--- config.mk ---
export PLATFORM = sky130hd
export DESIGN_NAME = round_timer_ctrl
export DESIGN_NICKNAME = d
export VERILOG_FILES = /design/src/rtl/round_timer_ctrl_pkg.sv /design/src/rtl/round_timer_ctrl_bcd2_down.sv /design/src/rtl/round_timer_ctrl.sv
export SDC_FILE = /design/constraint.sdc
export NUM_CORES = 1
export LEC_CHECK = 0
export ABC_AREA = 1
export CAP_MARGIN = 5
export CORE_UTILIZATION = 67
export CTS_BUF_LIST = sky130_fd_sc_hd__clkbuf_8 sky130_fd_sc_hd__clkbuf_16
export CTS_CLUSTER_SIZE = 30
export DETAILED_ROUTE_END_ITERATION = 8
export DONT_BUFFER_PORTS = 1
export GPL_ROUTABILITY_DRIVEN = 0
export PLACE_DENSITY_LB_ADDON = 0.25
export SYNTH_ARGS = -nofsm -noshare
export SYNTH_HDL_FRONTEND = slang
export SYNTH_SLANG_ARGS = --single-unit
--- constraint.sdc ---
create_clock -name clk -period 2.9 [get_ports clk]
set_input_delay 0.29 -clock clk [delete_from_list [all_inputs] [get_ports clk]]
set_output_delay 0.29 -clock clk [all_outputs]
set_load 0.05 [all_outputs]
--- src/rtl/round_timer_ctrl_pkg.sv ---
`default_nettype none
// ----------------------------------------------------------------------------
// Module   : round_timer_ctrl_pkg
// Brief    : Shared state encoding and BCD digit constants for the round timer
// Revision : 1.0 - initial release
// ----------------------------------------------------------------------------
package round_timer_ctrl_pkg;

  typedef enum logic [1:0] {
    S_IDLE    = 2'd0,
    S_RUN     = 2'd1,
    S_PAUSE   = 2'd2,
    S_EXPIRED = 2'd3
  } state_t;

  localparam logic [3:0] c_bcd_zero = 4'd0;
  localparam logic [3:0] c_bcd_nine = 4'd9;

endpackage
`default_nettype wire

--- src/rtl/round_timer_ctrl_bcd2_down.sv ---
`default_nettype none
// ----------------------------------------------------------------------------
// Module   : bcd2_down
// Brief    : Combinational 2-digit BCD decrement, saturating at 00, with a
//            flag that marks a result of 00
// Revision : 1.0 - initial release
// ----------------------------------------------------------------------------
module bcd2_down
  import round_timer_ctrl_pkg::*;
(
  input  logic [7:0] i_value,
  output logic [7:0] o_result,
  output logic       o_zero
);

  logic [3:0] w_tens;
  logic [3:0] w_ones;

  assign w_tens = i_value[7:4];
  assign w_ones = i_value[3:0];

  // Borrow from the tens digit when ones is 0; hold at 00 so callers never wrap
  always_comb begin
    o_result = i_value;
    if (i_value == {c_bcd_zero, c_bcd_zero}) begin
      o_result = {c_bcd_zero, c_bcd_zero};
    end else if (w_ones == c_bcd_zero) begin
      o_result = {w_tens - 4'd1, c_bcd_nine};
    end else begin
      o_result = {w_tens, w_ones - 4'd1};
    end
  end

  assign o_zero = (o_result == {c_bcd_zero, c_bcd_zero});

endmodule
`default_nettype wire

--- src/rtl/round_timer_ctrl.sv ---
`default_nettype none
// ----------------------------------------------------------------------------
// Module   : round_timer_ctrl
// Brief    : Per-question BCD seconds countdown driven by a 1 ms tick
//            generator; handles start/stop/pause and flags expiry
// Revision : 1.0 - initial release
// ----------------------------------------------------------------------------
module round_timer_ctrl
  import round_timer_ctrl_pkg::*;
#(
  parameter logic [7:0] ROUND_SECS = 8'h30,
  parameter int         MS_PER_SEC = 1000,
  parameter int         MS_W       = 10
) (
  input  logic       clk,
  input  logic       reset,
  input  logic       start,
  input  logic       stop,
  input  logic       pause,
  input  logic       tick_in,
  output logic       tick_en,
  output logic       tick_rst_n,
  output logic [7:0] secs_bcd,
  output logic       running,
  output logic       expired,
  output logic       expired_pulse
);

  localparam logic [MS_W-1:0] c_ms_last = MS_W'(MS_PER_SEC - 1);
  // A zero-length round skips RUN entirely
  localparam state_t c_load_state = (ROUND_SECS == 8'h00) ? S_EXPIRED : S_RUN;

  state_t            r_state;
  logic [MS_W-1:0]   r_ms;

  state_t            w_state_nxt;
  logic [7:0]        w_secs_nxt;
  logic [MS_W-1:0]   w_ms_nxt;
  logic [7:0]        w_dec;
  logic              w_dec_zero;

  bcd2_down u_dec (
    .i_value  (secs_bcd),
    .o_result (w_dec),
    .o_zero   (w_dec_zero)
  );

  // State, counters and outputs; outputs are registered from the next state
  always_ff @(posedge clk) begin
    if (reset) begin
      r_state       <= S_IDLE;
      r_ms          <= '0;
      secs_bcd      <= ROUND_SECS;
      tick_en       <= 1'b0;
      tick_rst_n    <= 1'b0;
      running       <= 1'b0;
      expired       <= 1'b0;
      expired_pulse <= 1'b0;
    end else begin
      r_state       <= w_state_nxt;
      r_ms          <= w_ms_nxt;
      secs_bcd      <= w_secs_nxt;
      tick_en       <= (w_state_nxt == S_RUN);
      tick_rst_n    <= (w_state_nxt == S_RUN) || (w_state_nxt == S_PAUSE);
      running       <= (w_state_nxt == S_RUN);
      expired       <= (w_state_nxt == S_EXPIRED);
      expired_pulse <= (w_state_nxt == S_EXPIRED) && (r_state != S_EXPIRED);
    end
  end

  // Next-state and datapath; command priority is stop > start > pause
  always_comb begin
    w_state_nxt = r_state;
    w_secs_nxt  = secs_bcd;
    w_ms_nxt    = r_ms;
    case (r_state)
      S_IDLE: begin
        if (stop) begin
          w_ms_nxt = '0;
        end else if (start) begin
          w_secs_nxt  = ROUND_SECS;
          w_ms_nxt    = '0;
          w_state_nxt = c_load_state;
        end
      end
      S_RUN: begin
        if (stop) begin
          // The submitted answer wins over a same-cycle tick
          w_ms_nxt    = '0;
          w_state_nxt = S_IDLE;
        end else if (start) begin
          w_secs_nxt  = ROUND_SECS;
          w_ms_nxt    = '0;
          w_state_nxt = c_load_state;
        end else if (pause) begin
          w_state_nxt = S_PAUSE;
        end else if (tick_in) begin
          if (r_ms == c_ms_last) begin
            w_ms_nxt   = '0;
            w_secs_nxt = w_dec;
            if (w_dec_zero) begin
              w_state_nxt = S_EXPIRED;
            end
          end else begin
            w_ms_nxt = r_ms + MS_W'(1);
          end
        end
      end
      S_PAUSE: begin
        if (stop) begin
          w_ms_nxt    = '0;
          w_state_nxt = S_IDLE;
        end else if (start) begin
          w_secs_nxt  = ROUND_SECS;
          w_ms_nxt    = '0;
          w_state_nxt = c_load_state;
        end else if (!pause) begin
          w_state_nxt = S_RUN;
        end
      end
      S_EXPIRED: begin
        w_secs_nxt = 8'h00;
        if (stop) begin
          w_ms_nxt    = '0;
          w_state_nxt = S_IDLE;
        end else if (start) begin
          w_secs_nxt  = ROUND_SECS;
          w_ms_nxt    = '0;
          w_state_nxt = c_load_state;
        end
      end
      default: begin
        w_state_nxt = S_IDLE;
      end
    endcase
  end

endmodule
`default_nettype wire

Word-level counts from Yosys, hierarchy flattened
Cells that the tools add are included.
- reduce and logical (&&, ||, !) cells: 10
- muxes and demuxes: 33
- add/subtract/negate cells: 3
- eq/ne operators: 17
- operators with widths (operator ; number):
    8-bit two-way mux ; 9
    10-bit two-way mux ; 7
    2-bit two-way mux ; 12
    8-bit case mux with 3 select lines ; 1
    10-bit case mux with 2 select lines ; 1
    8-bit zero test ; 2
    6-bit two-way mux ; 2
    10-bit by 1-bit adder with 10-bit output (second input constant) ; 1
    10-bit equality test (second input constant) ; 1
    3-bit != test (second input constant) ; 3
    2-bit equality test (second input constant) ; 4
    4-bit != test (second input constant) ; 2
    2-bit case mux with 4 select lines ; 1
    4-bit by 1-bit subtractor with 4-bit output (second input constant) ; 2
    2-bit != test (second input constant) ; 3
    6-bit AND reduction ; 1
    2-bit by 1-bit equality test with 1-bit output (second input constant) ; 2
    4-bit zero test ; 1
    3-bit by 1-bit != test with 1-bit output (second input constant) ; 1
    3-bit AND reduction ; 1
    3-bit OR reduction ; 1
    2-bit zero test ; 1
    2-bit by 1-bit != test with 1-bit output (second input constant) ; 1
    2-bit OR reduction ; 1
    other kinds (2) ; 2
- flip-flop bits (word level): 24
- logic and storage cells: 70
- output and inout bits: 13

Depth between registers and ports, before layout
- depth in word-level cells: 13
- gate-level depth with buffers: 20
- depth with buffers taken out: 20

Hierarchy
From an unflattened synthesis, not the netlist that was laid out.
- cells, all modules: 259
- area, all modules: 1627.8 um^2
- modules (own cells, without submodules) (module ; cells each ; area an instance (um^2) ; times used ; sequential area each (um^2)):
    round_timer_ctrl ; 192 ; 1276.2 ; 1 ; 480.5
    bcd2_down ; 67 ; 351.6 ; 1 ; 0.0

Worst setup path before layout
OpenSTA, ideal clock, no wires.
- path type: reg2reg
- start point: register secs_bcd[0]
- end point: register tick_rst_n
- required time: 2.771 ns
- cell stages (with the launch flop): 17
- path slack: 0.475 ns
- library setup time: 0.129 ns
- data arrival time: 2.296 ns
- period minus slack after synthesis: 2.425 ns
- path through: dfxtp_1 -> inv_1 -> ha_1 -> nand2_1 -> nor2_4 -> or2_2 -> nand3_1 -> nor2_1 -> nand3_1 -> nand2_1 -> nand2_1 -> nand2_1 -> nand2_2 -> inv_1 -> ha_1 -> inv_1 -> nor2_1
- cells in the longest elaborated chain, start to end: 13
- elaborated cells between the ends (all ways): 16
- ends and longest elaborated chain (what ; RTL line ; RTL):
    from (decl) ; round_timer_ctrl.sv:23 ; output logic [7:0] secs_bcd,
    from (signal assigned) ; round_timer_ctrl.sv:62 ; secs_bcd <= w_secs_nxt;
    4-bit by 1-bit subtractor with 4-bit output or 4-bit zero test (tied branches) ; round_timer_ctrl_bcd2_down.sv:30, round_timer_ctrl_bcd2_down.sv:27 ;
    8-bit two-way mux ; round_timer_ctrl_bcd2_down.sv:27 ; end else if (w_ones == c_bcd_zero) begin
    8-bit two-way mux * ; round_timer_ctrl_bcd2_down.sv:25 ; if (i_value == {c_bcd_zero, c_bcd_zero}) begin
    8-bit zero test * ; round_timer_ctrl_bcd2_down.sv:34 ; assign o_zero = (o_result == {c_bcd_zero, c_bcd_zero});
    2-bit two-way mux * ; round_timer_ctrl.sv:101 ; if (w_dec_zero) begin
    2-bit two-way mux * ; round_timer_ctrl.sv:98 ; if (r_ms == c_ms_last) begin
    2-bit two-way mux * ; round_timer_ctrl.sv:97 ; end else if (tick_in) begin
    2-bit two-way mux * ; round_timer_ctrl.sv:95 ; end else if (pause) begin
    2-bit two-way mux * ; round_timer_ctrl.sv:91 ; end else if (start) begin
    2-bit two-way mux * ; round_timer_ctrl.sv:87 ; if (stop) begin
    2-bit case mux with 4 select lines * ; round_timer_ctrl.sv:76 ; case (r_state)
    via w_state_nxt[1] ; round_timer_ctrl.sv:36 ; state_t w_state_nxt;
    2-bit by 1-bit equality test with 1-bit output or 2-bit equality test (tied branches) ; round_timer_ctrl.sv:64 ; tick_rst_n <= (w_state_nxt == S_RUN) || (w_state_nxt == S_PAUSE);
    1-bit logical OR * ; round_timer_ctrl.sv:64 ;
    to (signal assigned) ; round_timer_ctrl.sv:64 ;
    to (decl) ; round_timer_ctrl.sv:22 ; output logic tick_rst_n,
The timed path passes the listed nets; every way through them passes the cells marked *.
A chain may end at the register's enable or synchronous reset.

Worst setup path in the final report
- start point: register secs_bcd[6]
- end point: register expired_pulse
- cells in the longest elaborated chain, start to end: 13
- elaborated cells between the ends (all ways): 14
- ends and longest elaborated chain (what ; RTL line ; RTL):
    4-bit by 1-bit subtractor with 4-bit output ; round_timer_ctrl_bcd2_down.sv:28 ; o_result = {w_tens - 4'd1, c_bcd_nine};
    8-bit two-way mux ; round_timer_ctrl_bcd2_down.sv:27 ;
    8-bit two-way mux * ; round_timer_ctrl_bcd2_down.sv:25 ;
    8-bit zero test * ; round_timer_ctrl_bcd2_down.sv:34 ;
    2-bit two-way mux * ; round_timer_ctrl.sv:101 ;
    2-bit two-way mux * ; round_timer_ctrl.sv:98 ;
    2-bit two-way mux * ; round_timer_ctrl.sv:97 ;
    2-bit two-way mux * ; round_timer_ctrl.sv:95 ;
    2-bit two-way mux * ; round_timer_ctrl.sv:91 ;
    2-bit two-way mux * ; round_timer_ctrl.sv:87 ;
    2-bit case mux with 4 select lines * ; round_timer_ctrl.sv:76 ;
    via w_state_nxt[1] ; round_timer_ctrl.sv:36 ;
    2-bit equality test * ; round_timer_ctrl.sv:67 ; expired_pulse <= (w_state_nxt == S_EXPIRED) && (r_state != S_EXPIRED);
    1-bit logical AND * ; round_timer_ctrl.sv:67 ;
    to (signal assigned) ; round_timer_ctrl.sv:67 ;
    to (decl) ; round_timer_ctrl.sv:26 ; output logic expired_pulse
Marked as above.

==> results.ini <==
[routing]
ant_nets=0
vias=1413
routedWlPerCell_um=13.3
drtIter0Drc=62
routed_via_density=5.79
wl_mm=3.24
drt_first_pass_iters=5
drcViolationCount=0

[global_route]
track_usage_pct=30.9
met2_usage_pct=50.7
grt_pass1_wl_mm=5.90
antenna_found_initial=0
grt_max_degree=15
grtUsageMet3_pct=7.17
grt_pass1_vias=1368
grtUsageMet1_pct=40.3
grt_busiest_layer=met2
overflow=0

[worst_setup_path]
cp_num_buf_inv=3
cp_max_fo=6
slowest_delay_ps=740
worstPathRequired_ps=3120
cpMostUsedCell=nand2_1
critPathTopFamily=simple AND/OR/NAND/NOR gates
cpMaxStageDelayCell=dfxtp_1
worstPathCellList=inv_1, nand2_1, nand2_1, nand2_1, nand2_1, o21ai_0, nand3_1, nand2_1, nand2_1, nand2_1, nand2_2, inv_1, ha_1, inv_1, nor2_1, o21a_1
cp-start-kind=flip-flop
worstSetupPathType=reg2reg
arrival_ps=2500
cp-end-kind=flip-flop

[sta]
fmaxAchievable_mhz=439
setup_viol=0
timing.final.crit_period_ps=2280
period_share_pct=78.5
finClkSkew_ps=4.41
grt_setup_unrepaired=no
hold_violations=0
relSlewSlack_pct=37.1
setup_tns_ps=0
worst_pin_slew_ps=943
maxSlewViolCount=0

[clock_network]
insertion_delay_ps=270
clk_pin_slew_ps=90
ctsLongestPathBuffers=2
root_buffer=clkbuf_8
post_cts_resized=0
cts_setup_buffers=0
numCtsBuffers=3
htree_num_levels=1
numClockSinks=24
cts_tree=yes
ctsHoldBuffers=0

[floorplan]
core_mm2=0.00202
fp.dieH_um=49.2
top_level_ports=19
dieArea_mm2=0.00242
start_util_pct=73.8
dieWidth_um=49.2
rows=16

[synthesis]
synth_top_area_share_pct=32.2
syn_area_mm2=0.00149
synth_nets=224
netlist_top_cells_count=nand2_1, inv_1, dfxtp_1, nor2_1, a21oi_1
yosysWarnings=0
synth-main-ff-cell=dfxtp_1
synth_seq_cells=24
syn-mean-instance-area_um2=7.07
synth_area_leaders=dfxtp_1, nand2_1, inv_1
synth-edff-count=0
synthCells=211
yosys.area.top_type=dfxtp_1
yosysMostFrequentCell=nand2_1
seq_area_frac_synth_pct=32.2
ys_types=33
ys_async_sr_fraction_pct=0

[flow_run]
maxCapViolations=0

[finish]
area_delta_synth_final_pct=8.05
fin_area_mm2=0.00161
fin_nets=231
drive_above_1_share_pct=16.1
antenna_cells=0

[power_and_ir_drop]
p_comb_share_pct=25.2
powerDensity_mw_per_mm2=567
swShare_pct=34.3
p_leak_uw=0.000695
power_switching_uw=313
total_power_uw=913
seqPwrFrac_pct=41.9
cell_internal_pwr_uw=600
clock_power_share_pct=32.9
ir_drop_uv=450

[placed_design]
placed_area_mm2=0.00154
dp_hpwl_mm=2.37
numPortBuffers=0

[worst_hold_path]
hold_class=in2reg

[outcome]
status=finished, final reports clean

## registers in the layout (all words and copies together) (netlist names)
register and count:
tick_rst_n 1, expired_pulse 1, secs_bcd 8, running 1
r_state 2, r_ms 10, expired 1
## metal layers
layer  part of all wire, %  routed length, µm  up-vias
met5                     0                  0        -
met4                   1.0                 34        0
met1                    44               1420      630
met2                    47               1530       70
li1                      -                  -      707
met3                   7.8                253        6
## final timing paths
kind	from	to	slack (ps)	depth (start not counted)
setup / recovery	secs_bcd[6]$_SDFFE_PP0P_	expired_pulse$_SDFF_PP0_	620	16
hold / removal	reset	r_state[1]$_SDFF_PP0_	70	1
setup reg to reg	secs_bcd[6]$_SDFFE_PP0P_	expired_pulse$_SDFF_PP0_	620	16
hold reg to reg	r_ms[1]$_SDFFE_PP0P_	r_ms[1]$_SDFFE_PP0P_	510	2
## power by group through the flow
stage                     registers (µW)  clock network [µW]  logic (µW)
after CTS                            383                 299         227
after global placement               390                   0         220
after detailed placement             391                   0         223
final                                383                 300         230
after global routing                 386                 311         257
after floorplan                      423                   0         152
## per-stage QoR
| step | hold slack, ps | std cells | worst slack, ps | util (%) |
|---|---|---|---|---|
| final | 69.0 | 244 | 624 | 79.7 |
| after global routing | 64.6 | 244 | 313 | 79.7 |
| after CTS | 72.4 | 244 | 607 | 79.7 |
| after floorplan | 373 | 211 | 475 | - |
| after detailed placement | 360 | 240 | 657 | 76.2 |
| after global placement | 359 | 240 | 774 | 76.2 |
## layout make-up
| class | count | area (µm²) |
|---|---|---|
| Timing Repair Buffer | 6 | 45.0 |
| Clock inverter | 1 | 30.0 |
| Tap cell | 27 | 33.8 |
| Clock buffer | 3 | 41.3 |
| Fill cell | 159 | 410 |
| Inverter | 32 | 120 |
| Multi-Input combinational cell | 151 | 861 |
| Sequential cell | 24 | 480 |
## placed cells by master (no fill, tap or decap)
cell type,count
nor2_1,19
nor3_1,9
or2_2,1
nor2_2,4
o21a_1,1
o21ai_0,9
nand3_2,2
a211oi_1,4
nor4_4,1
ha_1,7
a41oi_1,1
a31oi_1,6
a21oi_1,11
a21oi_2,1
inv_2,5
nand2_2,5
o211ai_1,3
nand2_1,44
nor3_2,2
nand4_1,3
nand2_4,1
dfxtp_1,24
xor2_1,2
clkbuf_8,3
bufinv_16,1
nor3b_2,1
nand3b_1,2
nand3_1,8
buf_4,6
o311ai_0,1
or2_1,1
inv_1,27
nor2_4,2
## worst reg2reg max path, delay by kind of cell (launching register included)
kind	cells	cell delay, ps
compound gates	2	370
fa+ha+maj	1	120
buf+inv	3	240
flops	1	740
simple gates	10	740
## cells by family (layout without fill, tap and decap cells)
kind of cell | after synthesis | count (layout) | synth area share (%)
and+or+nand+nor | 105 | 105 | 35.7
DFF | 24 | 24 | 32.2
adders and majority gates | 7 | 7 | 5.87
buffers and inverters | 36 | 42 | 10.1
AOI/OAI and AO/OA | 37 | 37 | 15.0
xor gates and xnor gates | 2 | 2 | 1.17
Power figures use the tool's default switching activity.
==> patch 1 (config.mk and constraints unchanged) <==
The parameter `MS_W` goes from 10 to 12.
--- a/src/rtl/round_timer_ctrl.sv
+++ b/src/rtl/round_timer_ctrl.sv
@@ -10,7 +10,7 @@
 #(
   parameter logic [7:0] ROUND_SECS = 8'h30,
   parameter int         MS_PER_SEC = 1000,
-  parameter int         MS_W       = 10
+  parameter int         MS_W       = 12
 ) (
   input  logic       clk,
   input  logic       reset,
Formal check against the unedited RTL: no difference found for any inputs over 10 cycles, from zero or initial values and one cycle with reset high; that may be too few to reach the edited logic, so the function may still have changed.
==> patch 1 against the unedited design <==
  * Die area rose by 2.1%
  * Wire length rose by 2.7%
  * Global-route usage fell by 1.0 points
  * Sequential cell count rose by 2
  * Final area rose by 3.3%
  * Area after synthesis rose by 2.2%
  * Total power fell by 9.3%
  * Worst setup slack improved by 0.034 ns
  * Critical path type unchanged
  * Highest routed layer unchanged
==> patch 1: results (changes against the unedited design) <==
Layout cells sized above 1 -> 15.3% (was 16.1%)
Skew-Pair Late Insertion Delay -> 0.27 ns (about the same)
Yosys cell types -> 35 (was 33)
Seq/Total Area, Yosys -> 34.2% (was 32.2%)
Initial antenna violation count -> 0 (unchanged)
N_diodes -> 0 (unchanged)
Leak Pwr -> 0.000748 uW (was 0.000695 uW)
Largest cells by area after synthesis -> dfxtp_1 (34%), nand2_1 (8.4%), inv_1 (6.7%) (was dfxtp_1 (32%), nand2_1 (11%), inv_1 (6.8%))
Top Registers -> r_ms: 12 flops, secs_bcd: 8 flops, r_state: 2 flops (was r_ms: 10 flops, secs_bcd: 8 flops, r_state: 2 flops)
DR vias -> 1461 (was 1413)
H-tree levels -> 1 (unchanged)
Met3 wire length -> 239 um (was 253 um)
R2R setup slack -> 0.66 ns (was 0.62 ns)
DP HPWL -> 2380 um (was 2370 um)
HP Class -> primary input to flop (unchanged)
Most frequent cells after synthesis -> nand2_1 (34), inv_1 (27), dfxtp_1 (26) (was nand2_1 (44), inv_1 (27), dfxtp_1 (24))
Largest net degree at the start of global routing -> 16 (was 15)
Initial DRC count -> 71 (was 62)
Metal-1 WL -> 1450 um (was 1420 um)
Fill count -> 135 (was 159)
First-pass GRT wire length -> 5690 um (was 5900 um)
Worst slew pin tran -> 0.937 ns (was 0.943 ns)
Vias in the first global route -> 1346 (was 1368)
Worst vdd ir -> 0.374 mV (was 0.450 mV)
Aggregate global-route resource usage -> 29.8% (was 30.9%)
Met2 wire length -> 1560 um (was 1530 um)
DR WL/cell -> 13.4 um (was 13.3 um)
Syn Nets -> 227 (was 224)
Nets -> 236 (was 231)
Clk root buf -> clkbuf_8 (unchanged)
Crit Path Max Fanout -> 8 (was 6)
Detailed-router iteration count before antenna repair -> 4 (was 5)
Synth Warn # -> 0 (unchanged)
Worst EP arrival -> 2.44 ns (was 2.50 ns)
Status -> completed (unchanged)
Skew final -> 0.00194 ns (was 0.00441 ns)
-- patch 1: cell types whose count changed in the layout (fill, tap and decap cells not counted), sizes merged, moves of 2 or more --
| cell | unedited run | this run |
|---|---|---|
| dfxtp | 24 | 26 |
| nor3 | 11 | 9 |
| a21oi | 12 | 15 |
| a31oi | 6 | 4 |
| buf | 6 | 8 |
| o211ai | 3 | 1 |
| o22ai | 0 | 2 |
| nand2 | 50 | 42 |
| nand3 | 10 | 18 |
| nor2 | 25 | 27 |
-- patch 1: power by group --
group / internal, uW / switching (uW) / total [uW]
Clock: 185 / 116 / 300
Combinational: 43.1 / 104 / 147
Sequential: 366 / 15.4 / 381
Total: 594 / 235 / 829
-- patch 1: cell families after synthesis --
logic type               count (synthesis)  share of synthesized area, %
adder cells (fa/ha/maj)                  7                          5.75
XOR/XNOR                                 3                          1.72
AO/OA/AOI/OAI                           40                          15.9
AND/OR/NAND/NOR                        102                          32.8
buffers and inverters                   36                          9.61
flip-flops                              26                          34.2
-- patch 1: path summary, 6_finish.rpt --
| kind | to | start | cells past startpoint |
|---|---|---|---|
| min | r_state[1] | reset | 1 |
| max | expired_pulse | secs_bcd[4] | 18 |
| max reg2reg | expired_pulse | secs_bcd[4] | 18 |
| min reg2reg | r_ms[11] | r_ms[11] | 1 |
-- patch 1: worst max-delay path, stage by stage, from the launching register on --
cell and delay [ns]:
dfxtp_1 0.31, buf_4 0.19, inv_1 0.12, ha_1 0.15, inv_1 0.04, nor3_1 0.19
nand2_2 0.15, nand2_1 0.10, nand3_1 0.07, nor2_1 0.10, nand3_1 0.07, nand2_1 0.07
nand2_1 0.05, nand2_1 0.07, nand2_2 0.07, inv_1 0.08, ha_1 0.13, inv_1 0.05
nor3_1 0.16
-- patch 1: metrics by stage --
stage,worst slack [ns],utilization [%],hold slack (ns),std cells,area [sq um]
finish,0.658,81.6,0.0700,249,1670
global route,0.371,81.6,0.0642,249,1670
CTS,0.702,81.6,0.0680,249,1670
detailed placement,0.715,78.1,0.362,245,1590
global placement,0.828,78.1,0.361,245,1590
floorplan,0.495,-,0.452,214,1520
-- patch 1: cell type report --
type	count	area (sq um)	share of cell area [%]
flip-flops and latches	26	520	31.3
inverters	32	123	7.36
clock buffers	3	41.3	2.48
multi-input cells	152	857	51.5
clock inverters	1	30.0	1.80
repair buffers	8	60.1	3.61
well taps	27	33.8	2.03
-- patch 1: layer usage --
metal	global-route usage, %	vias to the layer above
li1	-	724
met1	37.4	658
met2	50.7	66
met3	5.86	13
met4	10.0	0
met5	0	-
==> patch 2 (config.mk and constraints unchanged) <==
Without the edit above. Remove the register `expired_pulse`: a continuous assignment takes its place, so the output `expired_pulse` follows one clock earlier.
--- a/src/rtl/round_timer_ctrl.sv
+++ b/src/rtl/round_timer_ctrl.sv
@@ -55,7 +55,6 @@
       tick_rst_n    <= 1'b0;
       running       <= 1'b0;
       expired       <= 1'b0;
-      expired_pulse <= 1'b0;
     end else begin
       r_state       <= w_state_nxt;
       r_ms          <= w_ms_nxt;
@@ -64,9 +63,10 @@
       tick_rst_n    <= (w_state_nxt == S_RUN) || (w_state_nxt == S_PAUSE);
       running       <= (w_state_nxt == S_RUN);
       expired       <= (w_state_nxt == S_EXPIRED);
-      expired_pulse <= (w_state_nxt == S_EXPIRED) && (r_state != S_EXPIRED);
     end
   end
+
+  assign expired_pulse = (w_state_nxt == S_EXPIRED) && (r_state != S_EXPIRED);
 
   // Next-state and datapath; command priority is stop > start > pause
   always_comb begin
Formal check against the unedited RTL: same outputs for any inputs over 4 cycles, from zero or initial values and one cycle with reset high; that may be too few to reach the edited logic, so the function may still have changed.
==> patch 2 against the unedited design <==
  * Worst setup slack lost 0.40 ns
  * Sequential cell count shrank 1
  * Wire length shrank 8.4%
  * Highest routed layer unchanged
  * Fmax shrank 15%
  * Clock skew grew 0.0017 ns
  * Area after synthesis shrank 5.4%
  * Critical endpoint is now expired_pulse
  * Worst hold slack is essentially flat
  * Final area shrank 3.8%
Power is not compared: it rests on default switching activity, and its combinational part moved more than twofold at a synthesized area within 25%.
==> patch 2: results (changes against the unedited design) <==
Skew final -> 0.00611 ns (was 0.00441 ns)
Detailed-router iteration count before antenna repair -> 4 (was 5)
Top Registers -> r_ms: 10 flops, secs_bcd: 8 flops, r_state: 2 flops (unchanged)
Worst slack, placed -> 0.444 ns (was 0.657 ns)
First-pass GRT wire length -> 4350 um (was 5900 um)
Initial antenna violation count -> 0 (unchanged)
Initial DRC count -> 60 (was 62)
Largest net degree at the start of global routing -> 15 (unchanged)
Nets -> 226 (was 231)
Layout cells sized above 1 -> 17.0% (was 16.1%)
Post-synthesis async set-or-reset flop share -> 0% (unchanged)
DP HPWL -> 2180 um (was 2370 um)
Post-DP Area -> 1490 sq um (was 1540 sq um)
Post-CTS setup buffers -> 0 (unchanged)
Status -> completed (unchanged)
Aggregate global-route resource usage -> 26.5% (was 30.9%)
Synth Area in Compound Gates -> 12.2% (was 15.0%)
Residual DRC count -> 0 (unchanged)
DR WL/cell -> 12.4 um (was 13.3 um)
Seq/Total Area, Yosys -> 32.6% (was 32.2%)
Syn Nets -> 218 (was 224)
DR vias -> 1358 (was 1413)
H-tree levels -> 1 (unchanged)
Placed Instances -> 235 (was 240)
Post-synthesis adder-cell area fraction -> 6.21% (was 5.87%)
Synth Warn # -> 0 (unchanged)
CTS Buffer Depth -> 2 (unchanged)
Largest cells by area after synthesis -> dfxtp_1 (33%), nand2_1 (14%), inv_1 (6.9%) (was dfxtp_1 (32%), nand2_1 (11%), inv_1 (6.8%))
Post-Synth XOR/XNOR Area -> 1.86% (was 1.17%)
Clock transition at the registers of the reported paths -> 0.09 ns (about the same)
Worst EP arrival -> 2.39 ns (was 2.50 ns)
HP Class -> primary input to flop (unchanged)
Slowest Stage Delay on Critical Path -> 0.52 ns (was 0.74 ns)
Most frequent cells after synthesis -> nand2_1 (51), inv_1 (26), dfxtp_1 (23) (was nand2_1 (44), inv_1 (27), dfxtp_1 (24))
Yosys cell types -> 32 (was 33)
Clk root buf -> clkbuf_8 (unchanged)
Vias in the first global route -> 1131 (was 1368)
Mean Syn Cell Area -> 6.88 sq um (was 7.07 sq um)
Crit-path leading delay family -> simple AND/OR/NAND/NOR gates (unchanged)
Worst slew margin -> 36.9% (was 37.1%)
Crit Path Max Fanout -> 8 (was 6)
Vias per std cell -> 5.68 (was 5.79)
Skew-Pair Late Insertion Delay -> 0.27 ns (about the same)
patch 2: cell count changes after synthesis, moves of 2 or more:
cell and delta:
a211oi_1 -2, a21oi_1 +6, a31oi_1 -6, nand2_1 +7
nand2_2 -2, nand3_1 +8, nor2_1 -3, nor2_2 +2
nor3_1 -5, o21ai_0 -7, o31ai_1 +2, xnor2_1 +2
patch 2: routing by layer:
metal | part of all wire (%) | wire [um] | global-route usage (%)
met3 | 6.8 | 203 | 3.77
met1 | 44 | 1320 | 35.0
met2 | 47 | 1410 | 45.1
met4 | 1.3 | 39 | 6.67
met5 | 0 | 0 | 0
patch 2: worst paths after layout:
path                            slack (ns)       endpoint  cells after the start         from
worst min-delay path                  0.07    secs_bcd[6]                      1        reset
worst min register to register        0.49        r_ms[1]                      2      r_ms[1]
worst max register to register        0.88     tick_rst_n                     14  secs_bcd[7]
worst max-delay path                  0.22  expired_pulse                     15  secs_bcd[7]
patch 2: layout make-up:
| cell class | instances | area [sq um] |
|---|---|---|
| inverters | 30 | 113 |
| fillers | 141 | 412 |
| flip-flops and latches | 23 | 462 |
| repair buffers | 7 | 65.1 |
| clock buffers | 3 | 41.3 |
| multi-input cells | 148 | 828 |
| well taps | 27 | 33.8 |
| clock inverters | 1 | 7.51 |
patch 2: power by group through the flow:
stage | sequential [uW] | clock [uW] | combinational [uW]
floorplan | 347 | 0 | 50.2
global placement | 341 | 0 | 66.1
detailed placement | 341 | 0 | 68.2
CTS | 333 | 202 | 68.7
global route | 334 | 216 | 77.0
finish | 334 | 204 | 69.7
patch 2: worst register-to-register path, delay by kind of cell, from the launching register on:
kind / cells / cell delay [ns]
and+or+nand+nor: 11 / 1.09
buffers and inverters: 2 / 0.11
DFF: 1 / 0.52
adders and majority gates: 1 / 0.21
